### config.mk
export PLATFORM = sky130hd
export DESIGN_NAME = simple_proc_data_proc
export DESIGN_NICKNAME = d
export VERILOG_FILES = /design/src/rtl/simple_proc_data_proc.sv
export SDC_FILE = /design/constraint.sdc
export NUM_CORES = 1
export LEC_CHECK = 0
export CAP_MARGIN = 15
export CORE_MARGIN = 8
export CORE_UTILIZATION = 28
export CTS_CLUSTER_SIZE = 8
export DETAILED_ROUTE_END_ITERATION = 10
export GPL_TIMING_DRIVEN = 1
export PLACE_DENSITY = 0.49
export SYNTH_ARGS = -nofsm -noshare
export SYNTH_HDL_FRONTEND = slang
export SYNTH_HIERARCHICAL = 1
export SYNTH_SLANG_ARGS = --single-unit
### constraint.sdc
create_clock -name clk -period 10.3 [get_ports clk]
set_input_delay 1.545 -clock clk [delete_from_list [all_inputs] [get_ports clk]]
set_output_delay 1.545 -clock clk [all_outputs]
set_load 0.03 [all_outputs]
### src/rtl/simple_proc_data_proc.sv
// simple_proc_data_proc: two-cycle FETCH/EXEC 16-bit processor with an 8x16 register file and a 32x16 data RAM.
// Ports: clk, rst_n (async active-low); start (level enable out of IDLE); data_in (instruction word,
// valid the cycle after ram_read_en); pc (program RAM address); ram_read_en (fetch strobe);
// result (last register-file write value); zero/negative/overflow/carry (ALU flags Z/N/V/C).
// Optional feature: define SIMPLE_PROC_MUL_EN to enable opcode 0x10 = MUL; otherwise 0x10 is a NOP.

module reg_file_8x16_1 (
    input  logic        clk,
    input  logic        rst_n,
    input  logic        we_i,
    input  logic [2:0]  waddr_i,
    input  logic [15:0] wdata_i,
    input  logic [2:0]  raddr_a_i,
    input  logic [2:0]  raddr_b_i,
    output logic [15:0] rdata_a_o,
    output logic [15:0] rdata_b_o
);
    logic [15:0] rf_q [8];
    assign rdata_a_o = rf_q[raddr_a_i];
    assign rdata_b_o = rf_q[raddr_b_i];
    always_ff @(posedge clk or negedge rst_n) begin
        if (!rst_n) begin
            for (int i = 0; i < 8; i++) rf_q[i] <= '0;
        end else if (we_i) begin
            rf_q[waddr_i] <= wdata_i;
        end
    end
endmodule

module ram_rw (
    input  logic        clk,
    input  logic        we_i,
    input  logic [4:0]  addr_i,
    input  logic [15:0] wdata_i,
    output logic [15:0] rdata_o
);
    logic [15:0] ram_data [32];
    assign rdata_o = ram_data[addr_i];
    always_ff @(posedge clk) begin
        if (we_i) ram_data[addr_i] <= wdata_i;
    end
endmodule

module simple_proc_data_proc (
    input  logic        clk,
    input  logic        rst_n,
    input  logic        start,
    input  logic [15:0] data_in,
    output logic [9:0]  pc,
    output logic        ram_read_en,
    output logic [15:0] result,
    output logic        zero,
    output logic        negative,
    output logic        overflow,
    output logic        carry
);
    typedef enum logic [1:0] {IDLE, FETCH, EXEC, HALT} state_t;
    state_t      state_q;
    logic [9:0]  pc_q, pc_d;
    logic        ren_q, z_q, n_q, v_q, c_q;
    logic [15:0] result_q;
    logic [5:0]  op;
    logic [2:0]  rd, rs, rt;
    logic [15:0] imm, rs_val, rt_val, dm_rdata, wr_val;
    logic [16:0] add, sub;
    logic        exec, wr_en, dm_we, c_d, v_d;

    assign op   = data_in[15:10];
    assign rd   = data_in[9:7];
    assign rs   = data_in[6:4];
    assign rt   = data_in[3:1];
    assign imm  = {{9{data_in[6]}}, data_in[6:0]};
    assign exec = state_q == EXEC;
    assign add  = {1'b0, rs_val} + {1'b0, rt_val};
    assign sub  = {1'b0, rs_val} - {1'b0, rt_val};

    reg_file_8x16_1 u_rf (
        .clk       (clk),
        .rst_n     (rst_n),
        .we_i      (exec && wr_en),
        .waddr_i   (rd),
        .wdata_i   (wr_val),
        .raddr_a_i (rs),
        .raddr_b_i (rt),
        .rdata_a_o (rs_val),
        .rdata_b_o (rt_val)
    );

    ram_rw u_dmem (
        .clk     (clk),
        .we_i    (exec && dm_we),
        .addr_i  (rs_val[4:0]),
        .wdata_i (rt_val),
        .rdata_o (dm_rdata)
    );

    always_comb begin
        wr_en  = 1'b0;
        wr_val = '0;
        dm_we  = 1'b0;
        c_d    = 1'b0;
        v_d    = 1'b0;
        case (op)
            6'h01: begin wr_en = 1'b1; wr_val = add[15:0]; c_d = add[16];
                   v_d = (rs_val[15] == rt_val[15]) && (add[15] != rs_val[15]); end
            // Borrow out of the 17-bit difference is exactly rs < rt unsigned.
            6'h02: begin wr_en = 1'b1; wr_val = sub[15:0]; c_d = sub[16];
                   v_d = (rs_val[15] != rt_val[15]) && (sub[15] != rs_val[15]); end
            6'h03: begin wr_en = 1'b1; wr_val = rs_val & rt_val; end
            6'h04: begin wr_en = 1'b1; wr_val = rs_val | rt_val; end
            6'h05: begin wr_en = 1'b1; wr_val = rs_val ^ rt_val; end
            6'h06: begin wr_en = 1'b1; wr_val = ~rs_val; end
            6'h07: begin wr_en = 1'b1; wr_val = {rs_val[14:0], 1'b0}; c_d = rs_val[15]; end
            6'h08: begin wr_en = 1'b1; wr_val = {1'b0, rs_val[15:1]}; c_d = rs_val[0]; end
            6'h09: begin wr_en = 1'b1; wr_val = imm; end
            6'h0A: begin wr_en = 1'b1; wr_val = dm_rdata; end
            6'h0B: dm_we = 1'b1;
`ifdef SIMPLE_PROC_MUL_EN
            6'h10: begin wr_en = 1'b1; wr_val = rs_val * rt_val; end
`endif
            default: ;
        endcase
    end

    // Branches test the flags as they stood before this instruction.
    assign pc_d = (op == 6'h0C || (op == 6'h0D && z_q) || (op == 6'h0E && n_q)) ? data_in[9:0] :
                  (op == 6'h0F) ? pc_q : pc_q + 10'd1;

    always_ff @(posedge clk or negedge rst_n) begin
        if (!rst_n) begin
            state_q  <= IDLE;
            pc_q     <= '0;
            ren_q    <= 1'b0;
            result_q <= '0;
            z_q      <= 1'b0;
            n_q      <= 1'b0;
            v_q      <= 1'b0;
            c_q      <= 1'b0;
        end else begin
            case (state_q)
                IDLE: if (start) begin
                    state_q <= FETCH;
                    ren_q   <= 1'b1;
                end
                FETCH: begin
                    state_q <= EXEC;
                    ren_q   <= 1'b0;
                end
                EXEC: begin
                    state_q <= (op == 6'h0F) ? HALT : FETCH;
                    ren_q   <= op != 6'h0F;
                    pc_q    <= pc_d;
                    if (wr_en) begin
                        result_q <= wr_val;
                        z_q      <= wr_val == 16'h0;
                        n_q      <= wr_val[15];
                        c_q      <= c_d;
                        v_q      <= v_d;
                    end
                end
                HALT: ;
                default: state_q <= IDLE;
            endcase
        end
    end

    assign pc          = pc_q;
    assign ram_read_en = ren_q;
    assign result      = result_q;
    assign zero        = z_q;
    assign negative    = n_q;
    assign overflow    = v_q;
    assign carry       = c_q;
endmodule

==> results.txt <==
----------------------------------------------------
[Logic synthesis]
  Xor and xnor area share after synthesis ... 0.0551%
  Largest family of logic cells by synthesized area ... multiplexers
  Area share of fa/ha/maj cells after synthesis ... 2.25%
  Syn. warnings ... 6
  Commonest register cell after synthesis ... edfxtp_1
  Mapped Avg Cell Area ... 15.0 um2
  Post-synthesis sequential area ratio ... 60.9%
  Area fraction in compound gates after synthesis ... 7.86%
  Number of synthesized flops with an enable pin ... 512
  Fraction of synthesized area in multiplexers ... 19.6%
  Post-synth ARST share ... 23.8%
  Number of nets in the synthesized netlist ... 2,191
  Area share of and/or/nand/nor cells after synthesis ... 6.08%
  Post-synthesis cell type count ... 94
  Cell area after synthesis ... 0.0318 mm2
  Cell count after synthesis ... 2,116
  Synthesized flop and latch total ... 672

[GRT]
  Maximum number of pins on one net before global-route repair ... 88
  Vias in the first global route ... 20,000
  First-pass GRT wire length ... 140,000 um
  Sum of overflow across all layers after global routing ... 0
  Total global-route track usage ... 14.9%
  Number of antenna violations at the first check in global routing ... 3

[Timing]
  Unrepaired setup endpoints after global routing ... no
  Transition time at the pin with the least slew margin ... 1.24 ns
  Setup total negative slack ... 0 ns
  Number of max-slew violations in the final report ... 0
  Worst Skew ... 0.0325 ns
  Ratio of final minimum period to clock period ... 69.8%
  Final Hold Vio Count ... 0
  Post-layout min period ... 7.19 ns
  Max transition margin ... 16.5%
  Upper clock frequency limit ... 139 MHz
  Worst setup margin ... 3.11 ns
  Setup violations, final ... 0

[Detailed routing]
  Detail-routed via count per cell ... 5.32
  Number of vias in the routed layout ... 19,700
  DRC marker count from the first detailed-route iteration ... 1,622
  Number of nets with antenna violations after detailed routing ... 0
  Drt wl/cell ... 25.9 um
  Final routed DRC violation total ... 0
  First-pass DRT Iterations ... 6
  Wire length reported by the detailed router ... 96,100 um

[Setup path]
  End point of the critical path ... zero
  WP data arrival ... 7.76 ns
  Reg-to-reg endpoint ... zero
  Startpoint type of the worst setup path ... input port
  Worst setup path startpoint ... data_in[4]
  Setup Crit Path Kind ... in2reg
  Number of cell instances on the worst register-to-register path ... 15
  Register-to-register path setup slack ... 4.25 ns
  RR Startpoint ... u_rf/rf_q[97]
  Crit path capture type ... flip-flop
  Worst Path Max Fanout ... 79
  Worst path required time ... 10.87 ns

[Placed design]
  DP Worst Slack ... 2.40 ns
  Input/output buffers ... 49
  RD Place Congestion ... 0.900
  Placed Cells ... 3,588
  Estimated wirelength of the detail-placed design ... 60,100 um

[Clocking]
  # hold bufs at CTS ... 0
  TritonCTS clock tree ... done
  Clock transition at path regs ... 0.05 ns
  Clock tree root buffer cell ... clkbuf_16
  TritonCTS sink count ... 672
  Clock latency on the worst-skew pair ... 0.67 ns
  Post-CTS sizing ... 0
  Post CTS Setup Buffer Count ... 0
  Clock buffer count from CTS ... 95
  Number of H-tree levels ... 3
  Number of buffers on the longest clock path ... 3

[Floorplan]
  Initial core utilization ... 28.2%
  Row count ... 123
  Placeable core area ... 0.113 mm2
  Die area ... 0.125 mm2
  Height of the die ... 353 um
  X dimension of the die ... 353 um
  I/O Pins ... 50

[Layout]
  Number of standard cells in the final layout excluding fillers ... 3,708
  Commonest non-fill, non-tap cell in the layout ... edfxtp_1
  Final #Nets ... 2,260
  Relative area change from synthesis to final layout ... 14.9%
  Core Util, Final ... 32.5%
  Commonest cells after routing, fill and taps aside ... edfxtp_1, mux2i_1, mux2_2
  Layout cell share with drive strength beyond 1 ... 18.4%

[Power and ir drop]
  Static leakage power ... 12.3 nW
  Worst supply voltage drop on vdd ... 127 uV
  Pwr dens ... 173 mW/mm2
  Final Total Pwr ... 0.00633 W

[Flow run]
  Maxcap violations ... 0

[Status]
  Result of the run ... complete, no violations

[Min path]
  Class of the tightest hold or removal check ... reg2reg

----------------------------------------------------
synth_stat cells (all sizes together) (7+ instances only):
| cell type | n | area share (%) |
|---|---|---|
| a2111oi | 8 | 0.36 |
| a211oi | 9 | 0.24 |
| a21o | 18 | 0.42 |
| a21oi | 48 | 0.76 |
| and3 | 10 | 0.20 |
| buf | 106 | 2.2 |
| clkbuf | 32 | 0.40 |
| dfrtp | 160 | 13 |
| edfxtp | 512 | 48 |
| ha | 54 | 2.1 |
| inv | 59 | 0.70 |
| mux2 | 174 | 6.2 |
| mux2i | 257 | 8.1 |
| mux4 | 66 | 5.3 |
| nand2 | 58 | 0.69 |
| nand2b | 12 | 0.24 |
| nand3 | 31 | 0.49 |
| nand4 | 10 | 0.22 |
| nand4b | 9 | 0.31 |
| nor2 | 76 | 0.93 |
| nor2b | 8 | 0.16 |
| nor3 | 17 | 0.27 |
| nor4 | 40 | 0.87 |
| o2111ai | 9 | 0.25 |
| o211ai | 10 | 0.25 |
| o21a | 8 | 0.19 |
| o21ai | 32 | 0.50 |
| o22ai | 142 | 2.8 |
| or2 | 7 | 0.14 |
| or3 | 10 | 0.20 |
layer usage:
metal | vias to the layer above | wire [um] | GRT usage (%)
met5 | - | 0 | 0
met4 | 0 | 3150 | 5.17
met3 | 176 | 5510 | 2.55
met2 | 652 | 44200 | 23.7
met1 | 10300 | 43200 | 20.5
li1 | 8562 | - | -
power by group:
group	leakage, nW	total, W	internal [W]	switching [W]
registers	5.97	0.00300	0.00296	0.0000490
logic	5.05	0.000529	0.000194	0.000335
clock network	1.27	0.00280	0.00167	0.00113
final cells by class:
class                      instances  area, um2
timing repair buffer             110        967
multi-input combinational       1247      11500
antenna                            1       2.50
clock inverter                    12        183
fill                           11000      76100
tap                             1500       1880
clock buffer                     107       2420
sequential                       672      19400
inverter                          59        221
state kept, by name, summed over array words and instances, names as in the netlist, 2 cells and up:
| register | count |
|---|---|
| u_dmem/ram_data | 512 |
| result | 15 |
| pc | 10 |
| state_q | 2 |
| u_rf/rf_q | 128 |
how the worst min path moves through the flow:
stage	cells after the start	start	slack, ns	endpoint
2_1_floorplan	2	state_q[1]	0.48	state_q[1]
3_3_place_gp	2	state_q[1]	0.49	state_q[1]
3_5_place_dp	1	overflow	0.50	overflow
4_1_cts	1	u_rf/rf_q[68]	0.52	u_rf/rf_q[68]
5_1_grt	1	u_rf/rf_q[31]	0.53	u_rf/rf_q[31]
6_report	1	overflow	0.51	overflow
worst max-delay path, cell delays in order:
cell and delay, ns:
buf_2 0.48, mux4_1 0.40, mux2_8 0.66, buf_12 0.55, mux2i_1 0.27, o22ai_1 0.15, nor4_1 0.98, nand2_1 0.16
nand3_1 0.14, o2111ai_1 0.14, a2111oi_2 0.42, nand3_1 0.46, a2111oi_2 0.36, nand4b_1 0.19, or4_1 0.52, o22ai_2 0.12
cells by family (layout without fill, tap and decap cells):
family	after synthesis	in the layout
flip-flops	672	672
XOR/XNOR	2	2
multiplexers	497	497
buffers and inverters	197	288
AND/OR/NAND/NOR	335	335
adder cells (fa/ha/maj)	56	56
other	0	1
AO/OA/AOI/OAI	357	357
per-stage QoR:
step,area [um2],hold slack (ns)
global route,36600,0.532
finish,36600,0.508
floorplan,31800,0.475
detailed placement,34000,0.502
global placement,33900,0.491
CTS,36600,0.517
Power figures use the tool's default switching activity.
